[src/rtl/mdu_pkg.sv]
// Shared types for the multiply/divide issue stage.
//   mdu_op_t    : operation encoding carried from execute
//   mdu_state_t : issue-stage FSM states
//   mdu_req_t   : one latched request (op, flags, operands, destination tag)
//   sext32      : sign-extend a 32-bit value to XLEN
package mdu_pkg;

  localparam int unsigned XLEN  = 64;
  localparam int unsigned TAG_W = 5;

  typedef enum logic [1:0] {
    MDU_MUL = 2'd0,
    MDU_DIV = 2'd1,
    MDU_REM = 2'd2
  } mdu_op_t;

  typedef enum logic [1:0] {
    MDU_IDLE,
    MDU_ISSUE,
    MDU_WAIT,
    MDU_HOLD
  } mdu_state_t;

  typedef struct packed {
    mdu_op_t          op;
    logic             word;
    logic             unsign;
    logic [XLEN-1:0]  a;
    logic [XLEN-1:0]  b;
    logic [TAG_W-1:0] rd;
  } mdu_req_t;

  function automatic logic [XLEN-1:0] sext32(input logic [31:0] v);
    return {{(XLEN-32){v[31]}}, v};
  endfunction

endpackage

[src/rtl/mdu_issue_fastpath.sv]
// Combinational corner-case decode for the multiply/divide issue stage.
// Resolves divide-by-zero, signed overflow and multiply-by-zero without the
// iterative unit. Word ops compare only the low 32 bits and their results are
// sign-extended from bit 31.
// Ports:
//   op_i, word_i, unsign_i : operation and flags
//   a_i, b_i               : operands
//   hit_o                  : operation resolved here
//   result_o               : result, valid when hit_o
module mdu_fastpath
  import mdu_pkg::*;
(
  input  logic [1:0]      op_i,
  input  logic            word_i,
  input  logic            unsign_i,
  input  logic [XLEN-1:0] a_i,
  input  logic [XLEN-1:0] b_i,
  output logic            hit_o,
  output logic [XLEN-1:0] result_o
);

  logic            a_zero, b_zero, b_neg1, a_min, ovf;
  logic [XLEN-1:0] raw;

  always_comb begin
    a_zero = word_i ? (a_i[31:0] == 32'd0) : (a_i == '0);
    b_zero = word_i ? (b_i[31:0] == 32'd0) : (b_i == '0);
    b_neg1 = word_i ? (b_i[31:0] == 32'hFFFF_FFFF) : (b_i == '1);
    a_min  = word_i ? (a_i[31:0] == 32'h8000_0000) : (a_i == {1'b1, {(XLEN-1){1'b0}}});
    // Signed MIN / -1 overflows; the quotient wraps back to MIN, remainder is 0.
    ovf    = !unsign_i && a_min && b_neg1;
    hit_o  = 1'b0;
    raw    = '0;
    case (mdu_op_t'(op_i))
      MDU_MUL: begin
        if (a_zero || b_zero) hit_o = 1'b1;
      end
      MDU_DIV: begin
        if (b_zero) begin
          hit_o = 1'b1;
          raw   = '1;
        end else if (ovf) begin
          hit_o = 1'b1;
          raw   = a_i;
        end
      end
      MDU_REM: begin
        if (b_zero) begin
          hit_o = 1'b1;
          raw   = a_i;
        end else if (ovf) begin
          hit_o = 1'b1;
        end
      end
      default: ;
    endcase
    result_o = word_i ? sext32(raw[31:0]) : raw;
  end

endmodule

[src/rtl/mdu_issue.sv]
// Issue/collect stage in front of the iterative multiply/divide unit.
// Accepts one op in IDLE, launches the unit, waits for completion, then holds
// the result until the memory stage takes it. busy_o stalls execute throughout.
// Optional build macro: MDU_FASTPATH_EN resolves corner cases in IDLE
// (one-cycle latency) via mdu_fastpath; without it every op uses the unit.
// Ports:
//   clk_i, reset_i          : clock, synchronous active-high reset
//   in_*                    : request from execute (valid/ready handshake)
//   flush_i                 : abandon current op
//   unit_start_o/unit_kill_o: launch / abort pulses to the iterative unit
//   unit_op/word/unsign/a/b : latched request fields for the unit
//   unit_done_i/result_i    : completion from the unit
//   out_*                   : result to memory stage (valid/ready handshake)
//   busy_o                  : stage occupied
module mdu_issue
  import mdu_pkg::*;
(
  input  logic             clk_i,
  input  logic             reset_i,
  input  logic             in_valid_i,
  output logic             in_ready_o,
  input  logic [1:0]       in_op_i,
  input  logic             in_word_i,
  input  logic             in_unsign_i,
  input  logic [XLEN-1:0]  in_a_i,
  input  logic [XLEN-1:0]  in_b_i,
  input  logic [TAG_W-1:0] in_rd_i,
  input  logic             flush_i,
  output logic             unit_start_o,
  output logic             unit_kill_o,
  output logic [1:0]       unit_op_o,
  output logic             unit_word_o,
  output logic             unit_unsign_o,
  output logic [XLEN-1:0]  unit_a_o,
  output logic [XLEN-1:0]  unit_b_o,
  input  logic             unit_done_i,
  input  logic [XLEN-1:0]  unit_result_i,
  output logic             out_valid_o,
  input  logic             out_ready_i,
  output logic [XLEN-1:0]  out_result_o,
  output logic [TAG_W-1:0] out_rd_o,
  output logic             busy_o
);

  mdu_state_t      state_q;
  mdu_req_t        req_q, in_req;
  logic [XLEN-1:0] result_q;
  logic            in_ready_q, busy_q, out_valid_q, unit_start_q;
  logic            fp_hit;
  logic [XLEN-1:0] fp_result;

  always_comb begin
    in_req.op     = mdu_op_t'(in_op_i);
    in_req.word   = in_word_i;
    in_req.unsign = in_unsign_i;
    in_req.a      = in_a_i;
    in_req.b      = in_b_i;
    in_req.rd     = in_rd_i;
  end

`ifdef MDU_FASTPATH_EN
  mdu_fastpath u_fastpath (
    .op_i     (in_op_i),
    .word_i   (in_word_i),
    .unsign_i (in_unsign_i),
    .a_i      (in_a_i),
    .b_i      (in_b_i),
    .hit_o    (fp_hit),
    .result_o (fp_result)
  );
`else
  assign fp_hit    = 1'b0;
  assign fp_result = '0;
`endif

  // Flush wins over every other event, so it is handled before the state decode.
  always_ff @(posedge clk_i) begin
    if (reset_i) begin
      state_q      <= MDU_IDLE;
      req_q        <= '0;
      result_q     <= '0;
      in_ready_q   <= 1'b1;
      busy_q       <= 1'b0;
      out_valid_q  <= 1'b0;
      unit_start_q <= 1'b0;
    end else if (flush_i) begin
      state_q      <= MDU_IDLE;
      in_ready_q   <= 1'b1;
      busy_q       <= 1'b0;
      out_valid_q  <= 1'b0;
      unit_start_q <= 1'b0;
    end else begin
      unique case (state_q)
        MDU_IDLE: begin
          if (in_valid_i) begin
            req_q      <= in_req;
            in_ready_q <= 1'b0;
            busy_q     <= 1'b1;
            if (fp_hit) begin
              result_q    <= fp_result;
              out_valid_q <= 1'b1;
              state_q     <= MDU_HOLD;
            end else begin
              unit_start_q <= 1'b1;
              state_q      <= MDU_ISSUE;
            end
          end
        end
        MDU_ISSUE: begin
          unit_start_q <= 1'b0;
          state_q      <= MDU_WAIT;
        end
        MDU_WAIT: begin
          if (unit_done_i) begin
            result_q    <= unit_result_i;
            out_valid_q <= 1'b1;
            state_q     <= MDU_HOLD;
          end
        end
        MDU_HOLD: begin
          if (out_ready_i) begin
            out_valid_q <= 1'b0;
            busy_q      <= 1'b0;
            in_ready_q  <= 1'b1;
            state_q     <= MDU_IDLE;
          end
        end
        default: state_q <= MDU_IDLE;
      endcase
    end
  end

  // Never present start and kill together; the unit resets itself on reset.
  assign unit_start_o  = unit_start_q & ~flush_i & ~reset_i;
  assign unit_kill_o   = flush_i & ~reset_i & ((state_q == MDU_ISSUE) || (state_q == MDU_WAIT));
  assign in_ready_o    = in_ready_q;
  assign busy_o        = busy_q;
  assign out_valid_o   = out_valid_q;
  assign out_result_o  = result_q;
  assign out_rd_o      = req_q.rd;
  assign unit_op_o     = req_q.op;
  assign unit_word_o   = req_q.word;
  assign unit_unsign_o = req_q.unsign;
  assign unit_a_o      = req_q.a;
  assign unit_b_o      = req_q.b;

endmodule

[config.mk]
export PLATFORM = sky130hd
export DESIGN_NAME = mdu_issue
export DESIGN_NICKNAME = d
export VERILOG_FILES = /design/src/rtl/mdu_pkg.sv /design/src/rtl/mdu_issue_fastpath.sv /design/src/rtl/mdu_issue.sv
export SDC_FILE = /design/constraint.sdc
export NUM_CORES = 1
export LEC_CHECK = 0
export CAP_MARGIN = 5
export CORE_AREA = 4 4 157 159
export CTS_CLUSTER_SIZE = 16
export DETAILED_ROUTE_END_ITERATION = 7
export DIE_AREA = 0 0 161 163
export GPL_ROUTABILITY_DRIVEN = 0
export GPL_TIMING_DRIVEN = 0
export PLACE_DENSITY = 0.77
export SYNTH_ARGS = -nofsm -noshare
export SYNTH_HDL_FRONTEND = slang
export SYNTH_HIERARCHICAL = 1
export SYNTH_SLANG_ARGS = --single-unit
[constraint.sdc]
create_clock -name clk_i -period 2.05 [get_ports clk_i]
set_input_delay 0.205 -clock clk_i [delete_from_list [all_inputs] [get_ports clk_i]]
set_output_delay 0.205 -clock clk_i [all_outputs]
set_load 0.03 [all_outputs]
## After elaboration in Yosys (flattened, before gate mapping)

Index checks and enable logic that the tools add are counted.

- Latch bits: 0
- Memories kept: 0
- Memory bits (read-only): 0
- Memory bits (writable): 0
- Input port bits: 207
- Logic and storage cells: 49
- Output and inout bits: 206
- Flip-flop bits (word level): 207

- Add/subtract/negate cells: 0
- Equal/unequal tests: 6
- $lt $le $gt $ge: 0
- Bitwise logic cells: 6
- Shift-type cells: 0
- Mux-type cells: 13
- Divide/modulo/power cells: 0
- $mul: 0
- Reductions and logical operators: 12

Operators by type and width:

| cell | count |
|---|---|
| $reduce_and A3 Y1 | 5 |
| $pmux W1 S2 | 4 |
| $pmux W2 S4 | 1 |
| $mux W2 | 3 |
| $ne A2 B2 Y1 const B | 3 |
| $reduce_bool A2 Y1 | 3 |
| $mux W1 | 5 |
| $and A1 B1 Y1 | 4 |
| $eq A2 B2 Y1 const B | 2 |
| $eq A2 B1 Y1 const B | 1 |
| $logic_not A2 Y1 | 1 |
| $not A1 Y1 | 2 |
| $reduce_and A2 Y1 | 1 |
| $reduce_or A2 Y1 | 1 |
| $logic_or A1 B1 Y1 | 1 |

## Logic depth before layout (Yosys ltp)

- Depth in word-level cells: 3
- Gate-level depth with buffers: 7
- Mapped depth without buffers: 5

## Worst setup path before layout

OpenSTA, ideal clock, no wires.

- Kind: reg-to-reg
- Start point: reg state_q[0]
- End point: reg req_q, in the netlist unit_a_o[25]
- Slack: 0.586 ns
- Data required time: 1.918 ns
- Cell stages (with the launch flop): 8
- Data arrival time: 1.332 ns
- Clock period less this slack: 1.464 ns
- Setup time: 0.132 ns
- Buffers on the path: 2
- Cell sequence: dfxtp_1 inv_1 ha_1 and3b_1 buf_2 buf_2 nand2_1 a21oi_1

- Longest elaborated chain between the ends: 2

RTL lines:

| what | RTL line | RTL |
|---|---|---|
| start, declared | mdu_issue.sv:45 | `mdu_state_t state_q;` |
| start signal, assigned | mdu_issue.sv:79 | `state_q <= MDU_IDLE;` |
| start signal, assigned | mdu_issue.sv:87 | `state_q <= MDU_IDLE;` |
| start signal, assigned | mdu_issue.sv:102 | `state_q <= MDU_HOLD;` |
| $logic_not A2 Y1 | mdu_issue.sv:93 | `unique case (state_q)` |
| $reduce_and A3 Y1 (no source line) | -- |  |
| end signal, assigned | mdu_issue.sv:96 | `req_q <= in_req;` |
| end, declared | mdu_issue.sv:46 | `mdu_req_t req_q, in_req;` |

Every way passes these cells.
A chain may end at the register's enable or synchronous reset.

## Worst setup path after layout

- Start point: reg state_q[1]
- End point: out unit_kill_o

- Longest elaborated chain between the ends: 3
- Elaborated cells between the ends (all ways): 4
- Classes of those cells: eq/ne (2); bitwise (1); reduce/logical (1)

RTL lines:

| what | RTL line | RTL |
|---|---|---|
| $eq A2 B1 Y1 or $eq A2 B2 Y1 (tied branches) | mdu_issue.sv:135 | `assign unit_kill_o = flush_i & ~reset_i & ((state_q == MDU_ISSUE) \|\| (state_q == MDU_WAIT));` |
| $logic_or A1 B1 Y1 * | mdu_issue.sv:135 |  |
| $and A1 B1 Y1 * | mdu_issue.sv:135 |  |
| end, declared | mdu_issue.sv:30 | `output logic unit_kill_o,` |

Mark *: on every way between the ends. The rest lies on a longest branch, timed or not.

==> reports/results.ini <==
[finish]
drive_gt1_frac=0.05839
num-fill-cells=2169
n_antenna_cell=0
regArea_mm2=0.004144
multi_input_area_mm2=0.002831
fin_area_mm2=0.01251
final_core_util=0.5378
fin_nets=1570
syn_to_final_growth_pct=71.74

[timing]
setup_viol=0
period_share=0.9376
fmax_mhz=520.3
fin_worst_skew_ps=11.56
grt_setup_unrepaired=no
finalHoldViolCount=0
timing.hold.ws_ps=148.2
finalCriticalPeriod_ps=1922
slew-limit-headroom=0.5058
worst_pin_slew_ps=741.2
finalMaxSlewViolations=0

[setup_path]
endpoint_kind=output port
rr_startpoint=state_q[0]$_SDFFE_PP0P_
path_cells=inv_1 -> ha_1 -> nand2_1 -> nor2_1 -> buf_2
reg2reg_slack_ps=150
worstSetupPathType=register to output port
critPathBufInv=2
critical_path_arrival_ps=1720
worstReg2RegEnd=unit_a_o[63]$_SDFFE_PP0P_
slowest_delay_ps=430
critPathSlowestCell=dfxtp_1
critPathLaunchType=register
worstRegToRegCells=7
worst-path-max-fanout=6
cp.required_ps=1850
crit_family=flip-flops

[floorplan]
core_mm2=0.02326
start_util=0.3131
dieArea_mm2=0.02624
floorplan.io_pins=413
fp.dieW_um=161
die_height_um=163
rows=56

[clock_tree]
post-cts-setup-buffer-count=0
clock_latency_ps=500
cts-root-buf=clkbuf_16
cts_tree=yes
clock-sinks=207
path_clk_slew_ps=60
cts_buffers=22
clock_path_buffers=3
htree_levels=1

[route]
drc_errors=0
first_pass_iters=6
routedWlPerCell_um=15.79
drtAntennaViolNets=0
viasPerCell=4.584
vias=7742
wirelength_mm=26.67
drtIter0Drc=318

[yosys]
ys_seq_elements=207
syn_inst=921
yosysSeqAreaShare=0.5689
synth_cell_types=21
netlist_area_mm2=0.007284
syn-num-nets=1135
yosys_warnings=6
syn_area_per_cell_um2=7.909

[grt]
grt_max_degree=15
grt_pass1_wl_mm=40.17
antenna_found_initial=0
grt_pass1_vias=7554
overflow=0
grt_usage=0.1897

[worst_hold_path]
hp-class=primary input to register
hold_depth=3
hold-path-endpoint=in_ready_o$_SDFFE_PP1P_
min-delay-start=reset_i

[power_and_ir_drop]
finalPower_uw=9598
peakVddDrop_mv=0.6510
power_density_mw_per_mm2=767.2
power_leakage_uw=0.004458

[job]
drv_cap=0

[placed_design]
io_buffer_count=411
placed_cell_area_mm2=0.01180
dp_hpwl_mm=20.37

[status]
outcome=finished, final reports clean

## worst reg2reg max path: cells and delay by family (launching register included)
family / cells / cell delay, ps
adder cells (fa/ha/maj): 1 / 280
AND/OR/NAND/NOR: 2 / 240
flip-flops: 1 / 410
AO/OA/AOI/OAI: 1 / 160
buffers and inverters: 3 / 740
## kinds of logic after synthesis
| kind of cell | share of synthesized area |
|---|---|
| buf+inv | 0.04311 |
| flops | 0.5689 |
| simple gates | 0.2245 |
| compound gates | 0.1487 |
| fa+ha+maj | 0.01202 |
| mux | 0.002748 |
## where the power goes
| group | leakage (uW) | internal, uW | switching, uW |
|---|---|---|---|
| logic | 0.00242 | 707 | 734 |
| clock network | 0.000351 | 2310 | 1600 |
| registers | 0.00168 | 4170 | 74.7 |
## layout make-up
type,count,area share
flip-flops and latches,207,0.3312
repair buffers,411,0.3283
multi-input cells,645,0.2263
clock buffers,31,0.05161
well taps,319,0.03190
plain buffers,67,0.02470
clock inverters,7,0.005301
inverters,2,0.0006001
## stage by stage
| step | std cells | worst slack [ps] | setup TNS [ps] |
|---|---|---|---|
| after floorplan | 921 | 586.0 | 0 |
| after global placement | 1651 | -113.9 | -113.9 |
| after detailed placement | 1651 | -120.5 | -120.5 |
| after CTS | 1689 | 93.83 | 0 |
| after global routing | 1689 | 17.90 | 0 |
| final | 1689 | 127.9 | 0 |
## layer usage
layer	vias up	wire [um]	GRT usage
li1	3833	-	-
met1	3545	9828	0.2013
met2	319	13430	0.3480
met3	45	2772	0.07542
met4	0	641	0.05545
met5	-	0	0
## cell usage after synthesis
cell type / number / area share
clkbuf_1: 23 / 0.012
o21a_1: 1 / 0.0010
buf_2: 44 / 0.030
o311ai_0: 2 / 0.0024
dfxtp_1: 207 / 0.57
nand2_1: 407 / 0.21
nand3b_1: 2 / 0.0021
nor2_2: 1 / 0.00086
and2_1: 1 / 0.00086
nand4b_1: 2 / 0.0024
a211oi_1: 2 / 0.0021
o21ai_0: 2 / 0.0014
a21boi_0: 1 / 0.0010
and3_1: 2 / 0.0017
mux2i_1: 2 / 0.0027
nor2_1: 2 / 0.0010
a21oi_1: 205 / 0.14
inv_1: 2 / 0.0010
and3b_1: 2 / 0.0024
nand2b_1: 4 / 0.0034
ha_1: 7 / 0.012
## what timing repair did
action / CTS / global route
gates resized for setup: 7 / 1
endpoints found under the hold margin: 0 / 0
hold buffers: 0 / 0
setup endpoints to repair: 2 / 2
gates cloned: 0 / 0
## sequential cells by signal (all words and copies together) (netlist names), 2 cells and up
signal        cells
out_result_o     64
unit_a_o         64
unit_b_o         64
out_rd_o          5
state_q           2
unit_op_o         2
## worst max-delay path by stage
stage,startpoint,to,slack (ps),cells past startpoint
global placement,flush_i,unit_start_o,-110,4
CTS,state_q[0]$_SDFFE_PP0P_,unit_a_o[52]$_SDFFE_PP0P_,90,7
detailed placement,flush_i,unit_start_o,-120,4
finish,state_q[1]$_SDFFE_PP0P_,unit_kill_o,130,5
global route,state_q[0]$_SDFFE_PP0P_,unit_a_o[57]$_SDFFE_PP0P_,20,7
floorplan,state_q[0]$_SDFFE_PP0P_,unit_a_o[25]$_SDFFE_PP0P_,590,7
## placed cells by master (no fill, tap or decap), types with 4 or more instances in the layout
| cell | instances |
|---|---|
| dfxtp_1 | 207 |
| a21oi_1 | 205 |
| clkbuf_8 | 4 |
| ha_1 | 7 |
| nand2b_1 | 4 |
| buf_2 | 44 |
| clkbuf_16 | 23 |
| clkinv_2 | 4 |
| nand2_1 | 407 |
| clkbuf_1 | 27 |
| clkdlybuf4s50_1 | 409 |
Power figures use the tool's default switching activity.
